File: config.mk
export PLATFORM = sky130hd
export DESIGN_NAME = ow_slot_scheduler
export DESIGN_NICKNAME = d
export VERILOG_FILES = /design/src/rtl/ow_slot_scheduler.sv
export SDC_FILE = /design/constraint.sdc
export NUM_CORES = 1
export LEC_CHECK = 0
export ABC_AREA = 1
export CAP_MARGIN = 20
export CORE_MARGIN = 8
export CORE_UTILIZATION = 47
export DETAILED_ROUTE_END_ITERATION = 6
export PLACE_DENSITY = 0.72
export SETUP_SLACK_MARGIN = 0.1
export SKIP_CTS_REPAIR_TIMING = 1
export SYNTH_ARGS = -nofsm -noshare
export SYNTH_HDL_FRONTEND = slang
export SYNTH_SLANG_ARGS = --single-unit
File: constraint.sdc
create_clock -name clk -period 1.55 [get_ports clk]
set_input_delay 0.155 -clock clk [delete_from_list [all_inputs] [get_ports clk]]
set_output_delay 0.155 -clock clk [all_outputs]
set_load 0.02 [all_outputs]
File: src/rtl/ow_slot_scheduler.sv
// Round-robin owner of the shared one-wire ID UART: grants one slot at a time, then
// parks the select for a guard interval. Optional grant timeout: `OW_SCHED_TIMEOUT_EN`.
module ow_slot_scheduler #(
    parameter int NUM_SLOTS          = 7,
    parameter int UART_ADDRESS_WIDTH = 4,
    parameter int SLOT_OFFSET        = 7,
    parameter int PARK_ADDR          = 0,
    parameter int GUARD_TICKS        = 4,
    parameter int TIMEOUT_TICKS      = 200
) (
    input  logic                          clk,
    input  logic                          resetn,
    input  logic                          tick,
    input  logic [NUM_SLOTS-1:0]          slot_mask,
    input  logic [NUM_SLOTS-1:0]          req,
    input  logic [NUM_SLOTS-1:0]          done,
    output logic [NUM_SLOTS-1:0]          grant,
    output logic [UART_ADDRESS_WIDTH-1:0] uart_slot_en,
    output logic                          busy,
    output logic                          timeout_pulse,
    output logic [$clog2(NUM_SLOTS)-1:0]  timeout_slot
);
    localparam int SLOT_W  = $clog2(NUM_SLOTS);
    localparam int CNT_TOP = (TIMEOUT_TICKS > GUARD_TICKS) ? TIMEOUT_TICKS : GUARD_TICKS;
    localparam int CNT_W   = $clog2(CNT_TOP + 1);
    localparam logic [CNT_W-1:0]              CNT_MAX   = {CNT_W{1'b1}};
    localparam logic [CNT_W-1:0]              GUARD_C   = CNT_W'(GUARD_TICKS);
    localparam logic [SLOT_W-1:0]             LAST_SLOT = SLOT_W'(NUM_SLOTS - 1);
    localparam logic [UART_ADDRESS_WIDTH-1:0] PARK_C    = UART_ADDRESS_WIDTH'(PARK_ADDR);
    localparam logic [NUM_SLOTS-1:0]          ONE_C     = NUM_SLOTS'(1);

    typedef enum logic [1:0] {
        ST_IDLE  = 2'd0,
        ST_GRANT = 2'd1,
        ST_GUARD = 2'd2
    } state_t;

    state_t                        state_q, state_d;
    logic [NUM_SLOTS-1:0]          grant_q, grant_d;
    logic [UART_ADDRESS_WIDTH-1:0] uart_q, uart_d;
    logic                          busy_q, busy_d;
    logic                          tpulse_q, tpulse_d;
    logic [SLOT_W-1:0]             tslot_q, tslot_d;
    logic [SLOT_W-1:0]             rr_ptr_q, rr_ptr_d;
    logic [SLOT_W-1:0]             owner_q, owner_d;
    logic [CNT_W-1:0]              cnt_q, cnt_d;

    logic [NUM_SLOTS-1:0] elig_s;
    logic                 elig_any_s;
    logic [SLOT_W-1:0]    lo_pick_s, hi_pick_s, winner_s;
    logic                 hi_found_s;
    logic [CNT_W-1:0]     cnt_inc_s;
    logic                 owner_rel_s, timeout_hit_s, release_s, guard_done_s;

    assign elig_s       = req & slot_mask;
    assign elig_any_s   = |elig_s;
    assign cnt_inc_s    = (tick && (cnt_q != CNT_MAX)) ? (cnt_q + CNT_W'(1)) : cnt_q;
    assign owner_rel_s  = done[owner_q] | ~req[owner_q] | ~slot_mask[owner_q];
    assign guard_done_s = (cnt_inc_s >= GUARD_C);
    assign release_s    = owner_rel_s | timeout_hit_s;

`ifdef OW_SCHED_TIMEOUT_EN
    localparam logic [CNT_W-1:0] TIMEOUT_C = CNT_W'(TIMEOUT_TICKS);
    // A normal release in the same cycle pre-empts the timeout so no pulse is reported.
    assign timeout_hit_s = (state_q == ST_GRANT) && !owner_rel_s && (cnt_inc_s >= TIMEOUT_C);
`else
    assign timeout_hit_s = 1'b0;
`endif

    // Round-robin pick: lowest eligible index at/after rr_ptr, else lowest overall.
    always_comb begin
        lo_pick_s  = '0;
        hi_pick_s  = '0;
        hi_found_s = 1'b0;
        for (int j = NUM_SLOTS - 1; j >= 0; j--) begin
            lo_pick_s = elig_s[j] ? SLOT_W'(j) : lo_pick_s;
            if (elig_s[j] && (j >= int'(rr_ptr_q))) begin
                hi_pick_s  = SLOT_W'(j);
                hi_found_s = 1'b1;
            end else begin
                hi_pick_s  = hi_pick_s;
                hi_found_s = hi_found_s;
            end
        end
        winner_s = hi_found_s ? hi_pick_s : lo_pick_s;
    end

    // State and output registers, synchronous active-low reset.
    always_ff @(posedge clk) begin
        if (!resetn) begin
            state_q  <= ST_IDLE;
            grant_q  <= '0;
            uart_q   <= PARK_C;
            busy_q   <= 1'b0;
            tpulse_q <= 1'b0;
            tslot_q  <= '0;
            rr_ptr_q <= '0;
            owner_q  <= '0;
            cnt_q    <= '0;
        end else begin
            state_q  <= state_d;
            grant_q  <= grant_d;
            uart_q   <= uart_d;
            busy_q   <= busy_d;
            tpulse_q <= tpulse_d;
            tslot_q  <= tslot_d;
            rr_ptr_q <= rr_ptr_d;
            owner_q  <= owner_d;
            cnt_q    <= cnt_d;
        end
    end

    // Next-state logic.
    always_comb begin
        state_d = state_q;
        case (state_q)
            ST_IDLE:  state_d = elig_any_s   ? ST_GRANT : ST_IDLE;
            ST_GRANT: state_d = release_s    ? ST_GUARD : ST_GRANT;
            ST_GUARD: state_d = guard_done_s ? ST_IDLE  : ST_GUARD;
            default:  state_d = ST_IDLE;
        endcase
    end

    // Output and datapath next values.
    always_comb begin
        grant_d  = grant_q;
        uart_d   = uart_q;
        busy_d   = busy_q;
        tpulse_d = 1'b0;
        tslot_d  = tslot_q;
        rr_ptr_d = rr_ptr_q;
        owner_d  = owner_q;
        cnt_d    = cnt_q;
        case (state_q)
            ST_IDLE: begin
                if (elig_any_s) begin
                    grant_d = ONE_C << winner_s;
                    uart_d  = UART_ADDRESS_WIDTH'(SLOT_OFFSET + int'(winner_s));
                    owner_d = winner_s;
                    cnt_d   = '0;
                    busy_d  = 1'b1;
                end else begin
                    grant_d = '0;
                    uart_d  = PARK_C;
                    busy_d  = 1'b0;
                end
            end
            ST_GRANT: begin
                busy_d = 1'b1;
                if (release_s) begin
                    grant_d  = '0;
                    uart_d   = PARK_C;
                    rr_ptr_d = (owner_q == LAST_SLOT) ? '0 : (owner_q + SLOT_W'(1));
                    cnt_d    = '0;
                    tpulse_d = timeout_hit_s;
                    tslot_d  = timeout_hit_s ? owner_q : tslot_q;
                end else begin
                    cnt_d = cnt_inc_s;
                end
            end
            ST_GUARD: begin
                if (guard_done_s) begin
                    busy_d = 1'b0;
                    cnt_d  = '0;
                end else begin
                    busy_d = 1'b1;
                    cnt_d  = cnt_inc_s;
                end
            end
            default: begin
                grant_d = '0;
                uart_d  = PARK_C;
                busy_d  = 1'b0;
                cnt_d   = '0;
            end
        endcase
    end

    assign grant         = grant_q;
    assign uart_slot_en  = uart_q;
    assign busy          = busy_q;
    assign timeout_pulse = tpulse_q;
    assign timeout_slot  = tslot_q;

endmodule

Word level (Yosys, flattened, before mapping) --
Index checks and enable logic that the tools add are counted. W data, S select, Z words.
Cells by class: magnitude comparators 9, $add $sub $neg 3, mux-type cells 47, bitwise operators 6, reductions and logical operators 13, equality and inequality tests 6, shifts and indexed selects 1
Operators by type and width (number):
- $mux W3 | 16
- $mux W8 | 4
- $pmux W8 S3 | 1
- $pmux W7 S3 | 1
- $mux W7 | 2
- $mux W1 | 13
- $pmux W4 S3 | 1
- $bmux W1 S3 | 3
- $ge A3 B3 Y1 const A | 3
- $add A8 B1 Y8 const B | 1
- $ge A8 B3 Y1 const B | 1
- $logic_and A1 B1 Y1 | 8
- $mux W4 | 2
- $ne A8 B8 Y1 const B | 1
- $and A7 B7 Y7 | 1
- $reduce_or A7 Y1 | 1
- $shl A1 B3 Y7 const A | 1
- $ge A1 B3 Y1 const A | 2
- $ge A2 B3 Y1 const A | 2
- $pmux W2 S3 | 1
- $reduce_and A2 Y1 | 3
- $add A3 B3 Y4 const A | 1
- $lt A3 B4 Y1 const B | 1
- $mux W2 | 2
- other kinds (9) | 13
Word-level totals: output and inout bits 16, register bits after elaboration 28

Longest topological paths before layout --
word-level depth 13, gate-level depth with buffers 15, mapped depth without buffers 15

Worst setup path after synthesis --
No wires, ideal clock.
kind reg2reg, start register rr_ptr_q[1], end register grant_q[1], in the netlist grant[1], cell stages (with the launch flop) 14, library setup time 143 ps, arrival 1553 ps, setup slack -146 ps, required time 1407 ps, period minus slack after synthesis 1696 ps, path buffers 0, cells stage by stage dfxtp_1 -> nor2_1 -> nand3_1 -> nand2_1 -> nor2_2 -> nand2_1 -> nor2_1 -> a21oi_2 -> inv_1 -> ha_1 -> nand3_1 -> nor2_1 -> nand2_1 -> a21oi_2
On the way: longest elaborated chain between the ends 13, elaborated cells between the ends (all ways) 32, those cells by class 7 x order compare; 1 x shift; 17 x mux; 7 x reduce/logical
Ends and longest elaborated chain:
- start, declared | line 44 | logic [SLOT_W-1:0] rr_ptr_q, rr_ptr_d;
- start signal, assigned | line 107 | rr_ptr_q <= rr_ptr_d;
- $ge A3 B3 Y1 | line 77 | if (elig_s[j] && (j >= int'(rr_ptr_q))) begin
- $logic_and A1 B1 Y1 | line 77
- $mux W1 (7 in a row) | line 77
- $mux W3 (*) | line 85 | winner_s = hi_found_s ? hi_pick_s : lo_pick_s;
- via winner_s[0] | line 50 | logic [SLOT_W-1:0] lo_pick_s, hi_pick_s, winner_s;
- $shl A1 B3 Y7 (*) | line 137 | grant_d = ONE_C << winner_s;
- $mux W7 (*) | line 136 | if (elig_any_s) begin
- $pmux W7 S3 (*) | line 134 | case (state_q)
- end signal, assigned | line 102 | grant_q <= grant_d;
- end, declared | line 39 | logic [NUM_SLOTS-1:0] grant_q, grant_d;
Mark *: on every way through the listed nets, which the timed path passes. The rest lies on a longest branch. A chain may end at the register's enable or synchronous reset.

Worst setup path after layout --
start register rr_ptr_q[1], end register grant_q[3], in the netlist grant[3]
Same word-level chain as after synthesis.

==> metrics.txt <==
vias per inst=4.890; Seq cells post-synth=28; max frequency=580.3 MHz; commonest cells after routing, fill and taps aside=84 x nand2_1, 40 x buf_4, 32 x inv_1; count of cell types in the netlist=29; clk slew on worst S/H paths=100 ps; DP HPWL=4.424 mm; Syn Inst Count=326; worst hold stages=2; clk_skew=1.908 ps; Die W=83.10 µm; hold_sp=uart_slot_en[1]; Final ANT Viol Nets=0; unrepaired setup endpoints after global routing=yes; CTS root buf=clkbuf_8; Hold Violations, Final=0; overall global routing resource usage=15.90%; synthesized area=0.002116 mm²; Initial Utilization=48.59%; setup violators final=16; min cycle time layout=1723 ps; reg2reg end=grant[3]; P_leak=1.464 nW; Routed WL=5.743 mm; sequential area share after synthesis=26.49%; Peak VDD IR=0.5569 mV; area grow syn2layout=46.01%; IO Port Bufs=35; routed via count=2215; Critical Path RT=1770 ps; I/O Pins=40; vias in the first global route=2128; Slew Limit Fails=0; Placer Congestion=0.8330; most common cell after layout, fill and taps aside=nand2_1; antenna violations before repair=0; HP Class=flop to flop; # fillers=363; WL/cell=12.68 µm; fin util=70.95%; R2R Setup Slk=-170 ps; Cell Pwr Density=814.8 mW/mm²; Die H=83.10 µm; reg-to-reg startpoint=rr_ptr_q[1]; CP Capture Type=flop; Antenna Cells=0; CTS buffer count=3; clk sink count=28; Remaining DRCs=0; H-tree levels=1; largest net degree at the start of global routing=17; CTS tree=built; Mapped Avg Cell Area=6.490 µm²; initial DRC count=92; Hold Path End=uart_slot_en[1]; total core area=0.004354 mm²; worst setup slack after layout=-173.3 ps; Final #Nets=436; grt ovf=0; synth warn=0; fin crit share=111.2%; total die area=0.006905 mm²; Site Rows=24; total of max-cap violations=0; worst-case reg-to-reg path depth=13; Worst Setup Path Type=flop to flop; status=finished, violations left; worst skew pair latency=280 ps; failing checks=setup timing; Critical Path AT=1950 ps; Worst Path Max Fanout=6; first-pass GRT wire length=9.563 mm; Max clock buf depth=2; layout cells sized above 1=37.91%; Initial DRT Pass Iterations=4; type of origin of the critical path=flop; pre-CTS WS=-445.7 ps
==> power breakdown <==
part | switching [W] | total (W) | internal, W
clock | 0.000238 | 0.000520 | 0.000281
sequential | 0.0000712 | 0.000870 | 0.000799
combinational | 0.000625 | 0.00113 | 0.000503
total | 0.000934 | 0.00252 | 0.00158
==> synth_stat cells <==
cell,number,area share (%)
clkbuf_1,2,0.35
o211ai_1,1,0.35
dfxtp_1,28,26
o21a_1,1,0.35
a21oi_2,14,5.8
nand3_1,23,5.4
buf_4,5,1.8
nor2_4,3,1.6
ha_1,10,5.9
inv_1,38,6.7
nand2_1,97,17
nor3_1,3,0.71
or2_2,1,0.30
a21oi_4,1,0.77
inv_2,6,1.1
o21ai_2,1,0.41
nor2_1,29,5.1
nand2_2,16,4.7
nand3_2,1,0.47
o21ai_0,6,1.4
buf_2,1,0.24
xnor2_1,2,0.83
buf_8,1,0.71
nand2_4,6,3.2
a21oi_1,17,4.0
buf_6,1,0.53
nor2_2,5,1.5
conb_1,1,0.18
nand4_1,6,1.8
==> cells by family after synthesis <==
kind of cell | synth area share [%]
AOI/OAI and AO/OA | 13.13
other | 0.1772
adders and majority gates | 5.914
xor gates and xnor gates | 0.8281
and+or+nand+nor | 42.05
DFF | 26.49
buffers and inverters | 11.41
==> metal layers <==
layer | vias up | wire [µm] | GRT usage (%)
met5 | - | 0 | 0
met4 | 0 | 59 | 4.313
met3 | 9 | 260 | 3.320
met2 | 46 | 2795 | 27.23
met1 | 994 | 2629 | 19.47
li1 | 1166 | - | -
==> cell type report <==
type | count | area (µm²) | share of cell area [%]
inverters | 44 | 167.7 | 5.427
well taps | 52 | 65.06 | 2.106
multi-input cells | 248 | 1504 | 48.68
flip-flops and latches | 28 | 585.6 | 18.96
repair buffers | 77 | 700.7 | 22.68
clock buffers | 4 | 66.31 | 2.147
==> registers in the layout, summed over array words and instances, names as in the netlist <==
signal,cells
cnt_q,8
state_q,2
uart_slot_en,4
rr_ptr_q,3
grant,7
busy,1
owner_q,3
==> worst max path at each step <==
| stage | startpoint | end | slack, ps | cells past startpoint |
|---|---|---|---|---|
| 2_1_floorplan | rr_ptr_q[1] | grant[3] | -40 | 13 |
| 3_3_place_gp | slot_mask[2] | grant[0] | -420 | 14 |
| 3_5_place_dp | slot_mask[0] | grant[2] | -450 | 14 |
| 4_1_cts | rr_ptr_q[2] | grant[1] | -190 | 13 |
| 5_1_grt | rr_ptr_q[1] | grant[3] | -320 | 13 |
| 6_report | rr_ptr_q[1] | grant[3] | -170 | 13 |
==> critical path, cell delays in order, from the launching register on <==
cell	delay [ps]
dfxtp_4	390
nor2_4	60
o21ai_4	180
nand2_2	80
nor2_4	120
nand2_1	80
nor2_2	140
a21oi_4	70
inv_2	60
ha_2	160
nand3_2	70
nor2_2	80
nand2_1	60
a21oi_2	110
==> through the flow <==
| step | area (µm²) | std cells | hold slack [ps] | power [W] | setup TNS (ps) |
|---|---|---|---|---|---|
| detailed placement | 2855 | 446 | 459.8 | 0.001906 | -8719 |
| CTS | 2922 | 450 | 476.4 | 0.002428 | -2176 |
| finish | 3089 | 453 | 470.9 | 0.002517 | -1322 |
| floorplan | 2191 | 329 | 272.7 | 0.001501 | -109.9 |
| global route | 3089 | 453 | 491.8 | 0.002678 | -3811 |
| global placement | 2855 | 446 | 458.9 | 0.001887 | -8230 |
Power figures use the tool's default switching activity.
